===== config.mk =====
export PLATFORM = sky130hd
export DESIGN_NAME = timer_counter
export DESIGN_NICKNAME = d
export VERILOG_FILES = /design/src/rtl/tc_pkg.sv /design/src/rtl/tc_regs.sv /design/src/rtl/timer_counter.sv
export SDC_FILE = /design/constraint.sdc
export NUM_CORES = 1
export LEC_CHECK = 0
export ABC_AREA = 1
export CAP_MARGIN = 15
export CORE_ASPECT_RATIO = 1.5
export CORE_UTILIZATION = 51
export CTS_CLUSTER_SIZE = 16
export DETAILED_ROUTE_END_ITERATION = 7
export PLACE_DENSITY = 0.76
export SYNTH_ARGS = -nofsm -noshare
export SYNTH_HDL_FRONTEND = slang
export SYNTH_HIERARCHICAL = 1
export SYNTH_SLANG_ARGS = --single-unit

===== constraint.sdc =====
create_clock -name clk -period 2.1 [get_ports clk]
set_input_delay 0.42 -clock clk [delete_from_list [all_inputs] [get_ports clk]]
set_output_delay 0.42 -clock clk [all_outputs]
set_load 0.05 [all_outputs]

===== src/rtl/tc_pkg.sv =====
`default_nettype none
// +------------------------------------------------------------------+
// | tc_pkg                                                           |
// | Shared types and constants for the timer_counter peripheral.     |
// | Rev 1.0                                                          |
// +------------------------------------------------------------------+
package tc_pkg;

    typedef enum logic [1:0] {
        ST_IDLE = 2'd0,
        ST_LOAD = 2'd1,
        ST_CNT  = 2'd2,
        ST_INT  = 2'd3
    } tc_state_e;

    // Word offsets within the 16-byte window
    localparam logic [1:0] REG_CTRL   = 2'd0;
    localparam logic [1:0] REG_PRESET = 2'd1;
    localparam logic [1:0] REG_COUNT  = 2'd2;

    localparam int CTRL_EN      = 0;
    localparam int CTRL_MODE_LO = 1;
    localparam int CTRL_MODE_HI = 2;
    localparam int CTRL_IM      = 3;
    localparam int CTRL_W       = 4;

    localparam logic [1:0] MODE_ONESHOT = 2'd0;
    localparam logic [1:0] MODE_RELOAD  = 2'd1;

    function automatic logic [31:0] byte_merge(
        input logic [31:0] old_val,
        input logic [31:0] new_val,
        input logic [3:0]  be
    );
        logic [31:0] merged;
        for (int k = 0; k < 4; k++) begin
            merged[8*k +: 8] = be[k] ? new_val[8*k +: 8] : old_val[8*k +: 8];
        end
        return merged;
    endfunction

endpackage
`default_nettype wire


===== src/rtl/tc_regs.sv =====
`default_nettype none
// +------------------------------------------------------------------+
// | tc_regs                                                          |
// | CTRL/PRESET storage with byte-enable writes and the read mux.    |
// | Rev 1.0                                                          |
// +------------------------------------------------------------------+
module tc_regs
    import tc_pkg::*;
#(
    parameter int CNT_W = 32
) (
    input  logic             clk,
    input  logic             reset,
    input  logic             sel,
    input  logic [1:0]       addr,
    input  logic [31:0]      wdata,
    input  logic [3:0]       byteen,
    input  logic             hw_en_clr,
    input  logic [CNT_W-1:0] count,
    output logic [31:0]      rdata,
    output logic             ctrl_en,
    output logic [1:0]       ctrl_mode,
    output logic             ctrl_im_nxt,
    output logic [CNT_W-1:0] preset,
    output logic             reg_wr
);

    logic [CTRL_W-1:0] ctrl_q;
    logic [CTRL_W-1:0] ctrl_d;
    logic [31:0]       preset_ext;
    logic [31:0]       count_ext;
    logic [31:0]       preset_merged;
    logic              wr;
    logic              ctrl_wr;
    logic              preset_wr;

    assign wr        = sel & (|byteen);
    assign ctrl_wr   = wr & (addr == REG_CTRL);
    assign preset_wr = wr & (addr == REG_PRESET);
    assign reg_wr    = ctrl_wr | preset_wr;

    always_comb begin
        preset_ext                = '0;
        preset_ext[CNT_W-1:0]     = preset;
        count_ext                 = '0;
        count_ext[CNT_W-1:0]      = count;
    end

    assign preset_merged = byte_merge(preset_ext, wdata, byteen);

    // A bus write to CTRL byte 0 takes priority over the hardware EN clear
    always_comb begin
        ctrl_d = ctrl_q;
        if (ctrl_wr && byteen[0]) begin
            ctrl_d = wdata[CTRL_W-1:0];
        end else if (hw_en_clr) begin
            ctrl_d[CTRL_EN] = 1'b0;
        end
    end

    always_ff @(posedge clk) begin
        if (!reset) begin
            ctrl_q <= '0;
            preset <= '0;
        end else begin
            ctrl_q <= ctrl_d;
            if (preset_wr) begin
                preset <= preset_merged[CNT_W-1:0];
            end
        end
    end

    assign ctrl_en     = ctrl_q[CTRL_EN];
    assign ctrl_mode   = ctrl_q[CTRL_MODE_HI:CTRL_MODE_LO];
    assign ctrl_im_nxt = ctrl_d[CTRL_IM];

    always_comb begin
        rdata = '0;
        if (sel) begin
            case (addr)
                REG_CTRL:   rdata[CTRL_W-1:0] = ctrl_q;
                REG_PRESET: rdata             = preset_ext;
                REG_COUNT:  rdata             = count_ext;
                default:    rdata             = '0;
            endcase
        end
    end

endmodule
`default_nettype wire


===== src/rtl/timer_counter.sv =====
`default_nettype none
// +------------------------------------------------------------------+
// | timer_counter                                                    |
// | Down-counting timer with interrupt; MODE 1 auto-reload is only   |
// | built when TC_AUTO_RELOAD_EN is defined.                         |
// | Rev 1.0                                                          |
// +------------------------------------------------------------------+
module timer_counter
    import tc_pkg::*;
#(
    parameter int CNT_W = 32
) (
    input  logic        clk,
    input  logic        reset,
    input  logic        sel,
    input  logic [1:0]  addr,
    input  logic [31:0] wdata,
    input  logic [3:0]  byteen,
    output logic [31:0] rdata,
    output logic        irq
);

    tc_state_e        state;
    tc_state_e        state_nxt;
    logic [CNT_W-1:0] count;
    logic [CNT_W-1:0] preset;
    logic             ctrl_en;
    logic [1:0]       ctrl_mode;
    logic             ctrl_im_nxt;
    logic             reg_wr;
    logic             reload_mode;
    logic             cnt_zero;
    logic             do_load;
    logic             do_dec;
    logic             pend_set;
    logic             pend_clr_hw;
    logic             hw_en_clr;
    logic             irq_pend;
    logic             irq_pend_nxt;

    tc_regs #(
        .CNT_W (CNT_W)
    ) u_regs (
        .clk         (clk),
        .reset       (reset),
        .sel         (sel),
        .addr        (addr),
        .wdata       (wdata),
        .byteen      (byteen),
        .hw_en_clr   (hw_en_clr),
        .count       (count),
        .rdata       (rdata),
        .ctrl_en     (ctrl_en),
        .ctrl_mode   (ctrl_mode),
        .ctrl_im_nxt (ctrl_im_nxt),
        .preset      (preset),
        .reg_wr      (reg_wr)
    );

`ifdef TC_AUTO_RELOAD_EN
    assign reload_mode = (ctrl_mode == MODE_RELOAD);
`else
    // MODE is stored for readback only; every mode runs one-shot
    logic unused_mode;
    assign unused_mode = ^ctrl_mode;
    assign reload_mode = 1'b0;
`endif

    assign cnt_zero = (count == '0);

    always_ff @(posedge clk) begin
        if (!reset) begin
            state <= ST_IDLE;
        end else begin
            state <= state_nxt;
        end
    end

    always_comb begin
        state_nxt = state;
        case (state)
            ST_IDLE: if (ctrl_en) state_nxt = ST_LOAD;
            ST_LOAD: state_nxt = ST_CNT;
            ST_CNT: begin
                if (!ctrl_en)      state_nxt = ST_IDLE;
                else if (cnt_zero) state_nxt = ST_INT;
            end
            ST_INT:  state_nxt = reload_mode ? ST_LOAD : ST_IDLE;
            default: state_nxt = ST_IDLE;
        endcase
    end

    always_comb begin
        do_load     = (state == ST_LOAD);
        do_dec      = (state == ST_CNT) && ctrl_en && !cnt_zero;
        pend_set    = (state == ST_CNT) && ctrl_en && cnt_zero;
        pend_clr_hw = (state == ST_INT) && reload_mode;
        hw_en_clr   = (state == ST_INT) && !reload_mode;
    end

    // Setting the pending flag wins over a same-edge clear by bus write
    always_comb begin
        irq_pend_nxt = irq_pend;
        if (pend_set) begin
            irq_pend_nxt = 1'b1;
        end else if (pend_clr_hw || reg_wr) begin
            irq_pend_nxt = 1'b0;
        end
    end

    always_ff @(posedge clk) begin
        if (!reset) begin
            count    <= '0;
            irq_pend <= 1'b0;
            irq      <= 1'b0;
        end else begin
            if (do_load) begin
                count <= preset;
            end else if (do_dec) begin
                count <= count - 1'b1;
            end
            irq_pend <= irq_pend_nxt;
            irq      <= irq_pend_nxt & ctrl_im_nxt;
        end
    end

endmodule
`default_nettype wire


==> impl_metrics.json, run 1 <==
{
  "drt-initial-drc-count": 352,
  "coreArea_mm2": 0.008881,
  "fillers": 722,
  "synth_nets": 834,
  "hpwl_mm": 9.965,
  "dp_slack_ns": -0.2990,
  "required_ns": 1.68,
  "grt.total_usage_pct": 31.87,
  "hold_violations": 0,
  "finClkSkew_ns": 0.009006,
  "overflow": 0,
  "power.leakage_nw": 2.857,
  "worst_pin_slew_ns": 0.4884,
  "rsz0062_at_grt": "yes",
  "slew_violations": 0,
  "routed_wl_mm": 14.77,
  "grt_max_degree": 44,
  "ir_drop_mv": 0.4625,
  "cts_sinks": 72,
  "grt_antenna_before_repair": 0,
  "fmax_ghz": 0.4841,
  "grt_pass1_vias": 5017,
  "internal_power_mw": 2.806,
  "slowest_stage": "ha_4",
  "clkTransAtPathRegs_ns": 0.06,
  "outcome": "finished, final reports clean",
  "num_vias": 5326,
  "num_rows": 42,
  "p_total_mw": 3.890,
  "multi_input_area_mm2": 0.003005,
  "layout_setup_ws_ns": 0.03443,
  "switching_share_pct": 27.85,
  "tritoncts": "yes",
  "arrival_ns": 1.65,
  "regArea_mm2": 0.001441,
  "path_cells": "clkdlybuf4s15_2 > inv_4 > ha_4 > nand2_4 > buf_12 > a21oi_2 > buf_12",
  "final_nets": 913,
  "ctsHtreeMaxLevel": 3,
  "p_switching_mw": 1.083,
  "holdBufCountCts": 0,
  "setup_viol": 0,
  "postRouteAntennaNets": 0,
  "clk_path_buf_depth": 2,
  "cp_max_fo": 14,
  "netlist_area_mm2": 0.004689,
  "avgRoutedWirePerCell_um": 15.04,
  "fin_crit_ns": 2.066,
  "dieArea_mm2": 0.009590,
  "crit_buf_inv": 4,
  "io_pins": 74,
  "areaGrowthSynthToFinish_pct": 41.04,
  "power_density_mw_per_mm2": 588.1,
  "p_clk_share_pct": 43.8,
  "hold_path_class": "reg2reg",
  "reg2reg_slack_ns": 0.19,
  "netlist_instances": 788,
  "drc": 0,
  "n_antenna_cell": 0,
  "crit_path_max_incr_delay_ns": 0.27,
  "initial_utilization_pct": 52.80,
  "clock-root-buffer": "clkbuf_16",
  "drv_cap": 0,
  "grt_pass1_wl_mm": 23.45,
  "critPathCaptureType": "primary output",
  "yosys_warnings": 6,
  "worst-setup-path-type": "in2out",
  "comb_power_share_pct": 19.4,
  "clock_latency_ns": 0.34,
  "post-route-period-util_pct": 98.36,
  "die_w_um": 80.30,
  "slew_headroom_pct": 67.34,
  "numPortBuffers": 73,
  "cts_buffers": 9,
  "die_h_um": 119.4,
  "p_seq_share_pct": 36.8,
  "drt_pass1_iterations": 5,
  "crit_top_cell": "buf_12",
  "start_kind": "input port",
  "gp_congestion": 0.9082,
  "avgSynthCellArea_um2": 5.951,
  "crit_family": "buffers and inverters",
  "via_per_inst": 5.424,
  "layout-drive-gt1-share_pct": 16.40
}
## registers in the layout (all words and copies together), names as in the netlist
name / cells
count: 32
u_regs/preset: 32
u_regs/ctrl_q: 4
state: 2
irq: 1
irq_pend: 1
## stage by stage
step	hold slack [ns]	setup TNS, ns	cell area, um^2	util, %	instances
2_1_floorplan	0.4365	-0.1787	4795	-	788
3_3_place_gp	0.4490	-7.172	6035	67.95	963
3_5_place_dp	0.4560	-10.17	6035	67.95	963
4_1_cts	0.4652	0	6521	73.43	981
5_1_grt	0.4804	-0.02165	6614	74.47	982
6_report	0.4640	0	6614	74.47	982
## final timing paths
| check | start | endpoint | cells past startpoint |
|---|---|---|---|
| setup / recovery | addr[0] | rdata[9] | 7 |
| hold / removal | u_regs/preset[30] | u_regs/preset[30] | 2 |
| hold reg to reg | u_regs/preset[30] | u_regs/preset[30] | 2 |
| setup reg to reg | count[15] | count[20] | 8 |
## routing by layer
layer | global-route usage, % | vias up | share of wire (%) | routed length (um)
met5 | 0 | - | 0 | 0
met2 | 57.05 | 179 | 53 | 7798
met4 | 12.61 | 0 | 3.6 | 538
met1 | 36.69 | 2469 | 39 | 5774
met3 | 5.364 | 43 | 4.5 | 658
li1 | - | 2635 | - | -
## tightest hold or removal path, cell delays in order, from the launching register on
cell and delay, ns:
dfxtp_1 0.32, inv_1 0.05, a21oi_1 0.05
## power groups by stage
| stage | sequential, mW | combinational (mW) | clock [mW] |
|---|---|---|---|
| floorplan | 1.45 | 0.448 | 0 |
| global placement | 1.46 | 0.671 | 0 |
| detailed placement | 1.46 | 0.682 | 0 |
| CTS | 1.43 | 0.729 | 1.72 |
| global route | 1.44 | 0.832 | 1.77 |
| finish | 1.43 | 0.754 | 1.70 |
## area by class of cell
| type | instances | share of cell area, % |
|---|---|---|
| Clock buffer | 11 | 3.821 |
| Inverter | 84 | 4.805 |
| Multi-Input combinational cell | 600 | 45.44 |
| Tap cell | 110 | 2.081 |
| Timing Repair Buffer | 100 | 20.87 |
| Sequential cell | 72 | 21.79 |
| Clock inverter | 5 | 1.192 |
## layout by cell type (no fill, tap or decap), types with 15 or more instances in the layout
cell type / instances
nor2_1: 142
clkdlybuf4s50_1: 37
inv_1: 81
nand3_1: 34
buf_12: 38
o21ai_0: 35
buf_4: 18
o21ai_1: 20
nand2_1: 244
a21oi_1: 37
dfxtp_1: 72
a21oi_4: 15
## repair_timing
item | in CTS | in global routing
pin swaps | 0 | 0
gates resized for setup | 22 | 14
gates cloned | 2 | 1
endpoints found under the setup margin | 32 | 31
buffers inserted | 0 | 0
Note: power is estimated with default switching activity, not from simulation.
==> inputs of run 2 (changes only) <==
CTS_BUF_LIST = sky130_fd_sc_hd__clkbuf_8   (was unset)
==> run 2 against run 1 <==
Die area unchanged. First-iteration DRC count down 4.3%. Highest routed layer unchanged. Setup slack better by 0.0019 ns. Count of clock-buffer cells in the layout unchanged. Largest cell class unchanged. Critical path type unchanged.
==> impl_metrics.json, run 2 (synthesis results as in run 1) <==
{
  "cp_max_fo": 7,
  "fillers": 722,
  "drv_cap": 0,
  "p_total_mw": 3.483,
  "routed_wl_mm": 14.74,
  "clock_latency_ns": 0.36,
  "outcome": "finished, final reports clean",
  "critPathCaptureType": "primary output",
  "start_kind": "input port",
  "reg2reg_slack_ns": 0.20,
  "reg_top3": "count x32, u_regs/preset x32, u_regs/ctrl_q x4",
  "design_area_mm2": 0.006599,
  "clkTransAtPathRegs_ns": 0.07,
  "die_w_um": 80.30,
  "crit_family": "buffers and inverters",
  "io_pins": 74,
  "layout_setup_ws_ns": 0.03631,
  "gp_congestion": 0.9082,
  "setup_viol": 0,
  "finClkSkew_ns": 0.01362,
  "tritoncts": "yes",
  "cts_sinks": 72,
  "initial_utilization_pct": 52.80,
  "drc": 0,
  "arrival_ns": 1.64,
  "dieArea_mm2": 0.009590,
  "postRouteAntennaNets": 0,
  "hold_path_class": "reg2reg",
  "fmax_ghz": 0.4846,
  "clock-root-buffer": "clkbuf_8",
  "slowest_stage": "ha_4",
  "die_h_um": 119.4,
  "post_cts_buffers": 0,
  "rsz0062_at_grt": "no",
  "place_area_mm2": 0.006035,
  "fin_util_pct": 74.30,
  "layout_common_cells": "244 x nand2_1, 142 x nor2_1, 81 x inv_1, 72 x dfxtp_1, 38 x buf_12",
  "fin_crit_ns": 2.064,
  "crit_path_max_incr_delay_ns": 0.29,
  "grt_antenna_before_repair": 0,
  "required_ns": 1.68,
  "n_antenna_cell": 0,
  "final_nets": 914,
  "hold_violations": 0,
  "worst_pin_slew_ns": 0.4948,
  "drt-initial-drc-count": 337,
  "areaGrowthSynthToFinish_pct": 40.72,
  "coreArea_mm2": 0.008881,
  "avgRoutedWirePerCell_um": 14.99,
  "power.leakage_nw": 2.824,
  "cts_buffers": 9,
  "hpwl_mm": 9.965,
  "numPortBuffers": 73,
  "path_cells": "clkdlybuf4s15_2 > inv_4 > ha_4 > nand2_8 > clkbuf_16 > a21oi_4 > buf_12",
  "dp_slack_ns": -0.2990,
  "post-route-period-util_pct": 98.27,
  "layout-drive-gt1-share_pct": 16.49,
  "ctsHtreeMaxLevel": 3,
  "grt_pass1_vias": 5042,
  "setup_tns_ns": 0,
  "drt_pass1_iterations": 5,
  "num_rows": 42,
  "worst-setup-path-type": "in2out",
  "grt_max_degree": 44,
  "ir_drop_mv": 0.4695,
  "layout_commonest_cell": "nand2_1",
  "grt.total_usage_pct": 31.36,
  "holdBufCountCts": 0,
  "slew_headroom_pct": 66.89,
  "slew_violations": 0,
  "via_per_inst": 5.403,
  "power_density_mw_per_mm2": 527.8,
  "overflow": 0,
  "clk_path_buf_depth": 2,
  "crit_buf_inv": 4,
  "grt_pass1_wl_mm": 23.28,
  "num_vias": 5311
}
run 2: metrics by stage:
step	hold WS (ns)	std cells
final	0.4671	983
after global routing	0.4834	983
after CTS	0.4688	981
after detailed placement	0.4560	963
after global placement	0.4490	963
after floorplan	0.4365	788
run 2: timing repair:
action | CTS | global route
resized for setup | 22 | 22
cloned | 2 | 2
endpoints found under the setup margin | 32 | 35
run 2: worst paths after layout:
check                           depth (start not counted)               end        startpoint
worst max-delay path                                    7         rdata[15]           addr[0]
worst min-delay path                                    2  u_regs/preset[5]  u_regs/preset[5]
worst max register to register                          8          count[8]         count[15]
worst min register to register                          2  u_regs/preset[5]  u_regs/preset[5]
run 2: routing by layer:
metal,vias up,track usage [%],wire [um]
met1,2434,36.16,5621
met2,191,56.30,7681
li1,2635,-,-
met4,0,13.28,643
met5,-,0,0
met3,51,4.368,789
run 2: layout make-up:
type / instances / area, um^2 / area share, %
clock buffer: 11 / 151.4 / 2.294
clock inverter: 5 / 78.83 / 1.195
inverter: 84 / 317.8 / 4.816
multi-input combinational: 600 / 3067 / 46.47
sequential: 72 / 1441 / 21.84
tap: 110 / 137.6 / 2.086
timing repair buffer: 101 / 1405 / 21.29
run 2: tightest hold or removal path, cell delays in order, from the launching register on:
cell,delay [ns]
dfxtp_1,0.32
inv_1,0.05
a21oi_1,0.05
run 2: power by group:
group          switching (mW)  internal [mW]
Combinational           0.460          0.313
Clock                   0.547          0.732
Sequential             0.0323           1.40
Total                    1.04           2.44
==> inputs of run 3 (changes only) <==
CORE_UTILIZATION = 40   (was 51)
PLACE_DENSITY = unset   (was 0.76)
SLEW_MARGIN = 20   (was unset)
TNS_END_PERCENT = 20   (was unset)
==> run 3 against run 2 <==
Global-route usage fell by 5.9 points. Setup slack improved by 0.019 ns. Worst hold slack lost 0.057 ns. Via count is 2.1% lower. Count of clock-buffer cells in the layout down 2. Combinational power down 3.9%. Total power down 2.5%. Sequential share of layout area grew 0.23 points.
==> impl_metrics.json, run 3 (synthesis results as in run 1) <==
{
  "slowest_stage": "ha_4",
  "cp_max_fo": 7,
  "gp_congestion": 0.9180,
  "hpwl_mm": 10.66,
  "crit_buf_inv": 5,
  "arrival_ns": 1.62,
  "grt_max_degree": 40,
  "post-route-period-util_pct": 97.38,
  "coreArea_mm2": 0.01147,
  "p_switching_mw": 1.030,
  "p_clk_share_pct": 35.9,
  "num_vias": 5197,
  "grt_antenna_before_repair": 0,
  "routed_wl_mm": 14.92,
  "hold_ws_ns": 0.4099,
  "critPathCaptureType": "primary output",
  "layout_commonest_cell": "nand2_1",
  "internal_power_mw": 2.364,
  "clock-root-buffer": "clkbuf_8",
  "start_kind": "input port",
  "outcome": "finished, final reports clean",
  "drv_cap": 0,
  "hold_violations": 0,
  "drt-initial-drc-count": 255,
  "clk_path_buf_depth": 2,
  "path_cells": "clkdlybuf4s15_2 > inv_2 > ha_4 > nand2_8 > buf_12 > a21oi_1 > buf_4 > buf_12",
  "worst_pin_slew_ns": 0.4958,
  "power_density_mw_per_mm2": 519.8,
  "slew_headroom_pct": 66.84,
  "dieArea_mm2": 0.01217,
  "switching_share_pct": 30.35,
  "grt_pass1_wl_mm": 24.30,
  "crit_family": "buffers and inverters",
  "crit_top_cell": "buf_12",
  "grt.total_usage_pct": 25.47,
  "reg_top3": "count x32, u_regs/preset x32, u_regs/ctrl_q x4",
  "final_nets": 923,
  "tritoncts": "yes",
  "fin_crit_ns": 2.045,
  "die_h_um": 134.6,
  "avgRoutedWirePerCell_um": 14.47,
  "postRouteAntennaNets": 0,
  "numPortBuffers": 73,
  "finClkSkew_ns": 0.008488,
  "grt_pass1_vias": 5036,
  "slew_violations": 0,
  "cts_sinks": 72,
  "required_ns": 1.68,
  "comb_power_share_pct": 21.9,
  "crit_path_max_incr_delay_ns": 0.29,
  "design_area_mm2": 0.006531,
  "p_seq_share_pct": 42.1,
  "power.leakage_nw": 2.834,
  "ir_drop_mv": 0.3004,
  "overflow": 0,
  "layout-drive-gt1-share_pct": 16.80,
  "drc": 0,
  "layout_common_cells": "244 x nand2_1, 142 x nor2_1, 83 x inv_1, 72 x dfxtp_1, 39 x a21oi_1",
  "setup_viol": 0,
  "cts_buffers": 9,
  "clock_latency_ns": 0.36,
  "place_area_mm2": 0.006036,
  "via_per_inst": 5.041,
  "worst-setup-path-type": "in2out",
  "drt_pass1_iterations": 5,
  "initial_utilization_pct": 40.88,
  "io_pins": 74,
  "hold_path_class": "in2reg",
  "holdBufCountCts": 0,
  "clkTransAtPathRegs_ns": 0.08,
  "rsz0062_at_grt": "yes",
  "ctsHtreeMaxLevel": 3,
  "die_w_um": 90.41,
  "num_rows": 48,
  "post_cts_buffers": 0,
  "areaGrowthSynthToFinish_pct": 39.27,
  "n_antenna_cell": 0,
  "fmax_ghz": 0.4890
}
==> run 3: changes by cell type in the layout (fill, tap and decap cells not counted), sizes merged <==
cell | before | now
dlymetal6s2s | 1 | 0
bufbuf | 0 | 1
clkbuf | 14 | 9
buf | 59 | 70
dlygate4sd2 | 0 | 1
inv | 84 | 85
==> run 3: power groups by stage <==
stage               Sequential (mW)  Combinational [mW]  Clock (mW)
finish                         1.43               0.744        1.22
global route                   1.44               0.831        1.29
CTS                            1.43               0.743        1.23
detailed placement             1.46               0.681           0
global placement               1.46               0.673           0
floorplan                      1.45               0.439           0
==> run 3: path summary, 6_finish.rpt <==
| kind | start | slack (ns) | cells after the start | to |
|---|---|---|---|---|
| min | reset | 0.41 | 3 | u_regs/preset[31] |
| max reg2reg | count[20] | 0.24 | 8 | count[31] |
| max | addr[0] | 0.06 | 8 | rdata[11] |
| min reg2reg | u_regs/preset[25] | 0.47 | 2 | u_regs/preset[25] |
==> run 3: area by class of cell <==
type | instances | area (um^2)
clock inverter | 6 | 86.33
fill | 1149 | 4940
tap | 150 | 187.7
sequential | 72 | 1441
clock buffer | 9 | 123.9
timing repair buffer | 110 | 1425
inverter | 84 | 315.3
multi-input combinational | 600 | 2952
==> run 3: per-layer routing <==
metal	track usage, %	wire length [um]
met1	27.96	6050
met2	47.79	7815
met3	4.223	595
met4	11.20	459
met5	0	0
==> run 3: what timing repair did <==
item | in CTS | in global routing
endpoints found under the setup margin | 32 | 15
resized for setup | 45 | 6
cloned | 3 | 0
==> run 3: stage by stage <==
step | setup slack, ns | instances | total power, mW | setup TNS [ns] | util, %
finish | 0.05500 | 1031 | 3.395 | 0 | 56.94
global route | -0.02120 | 1031 | 3.559 | -0.05266 | 56.94
CTS | 0.01281 | 1031 | 3.408 | 0 | 56.82
detailed placement | -0.3219 | 1013 | 2.143 | -12.78 | 52.62
global placement | -0.2765 | 1013 | 2.134 | -9.644 | 52.62
floorplan | -0.2012 | 788 | 1.891 | -3.942 | -
==> run 3: worst reg2reg max path, delay by kind of cell (launching register included) <==
family | cells | cell delay, ns
AOI/OAI and AO/OA | 2 | 0.45
DFF | 1 | 0.38
and+or+nand+nor | 6 | 0.93
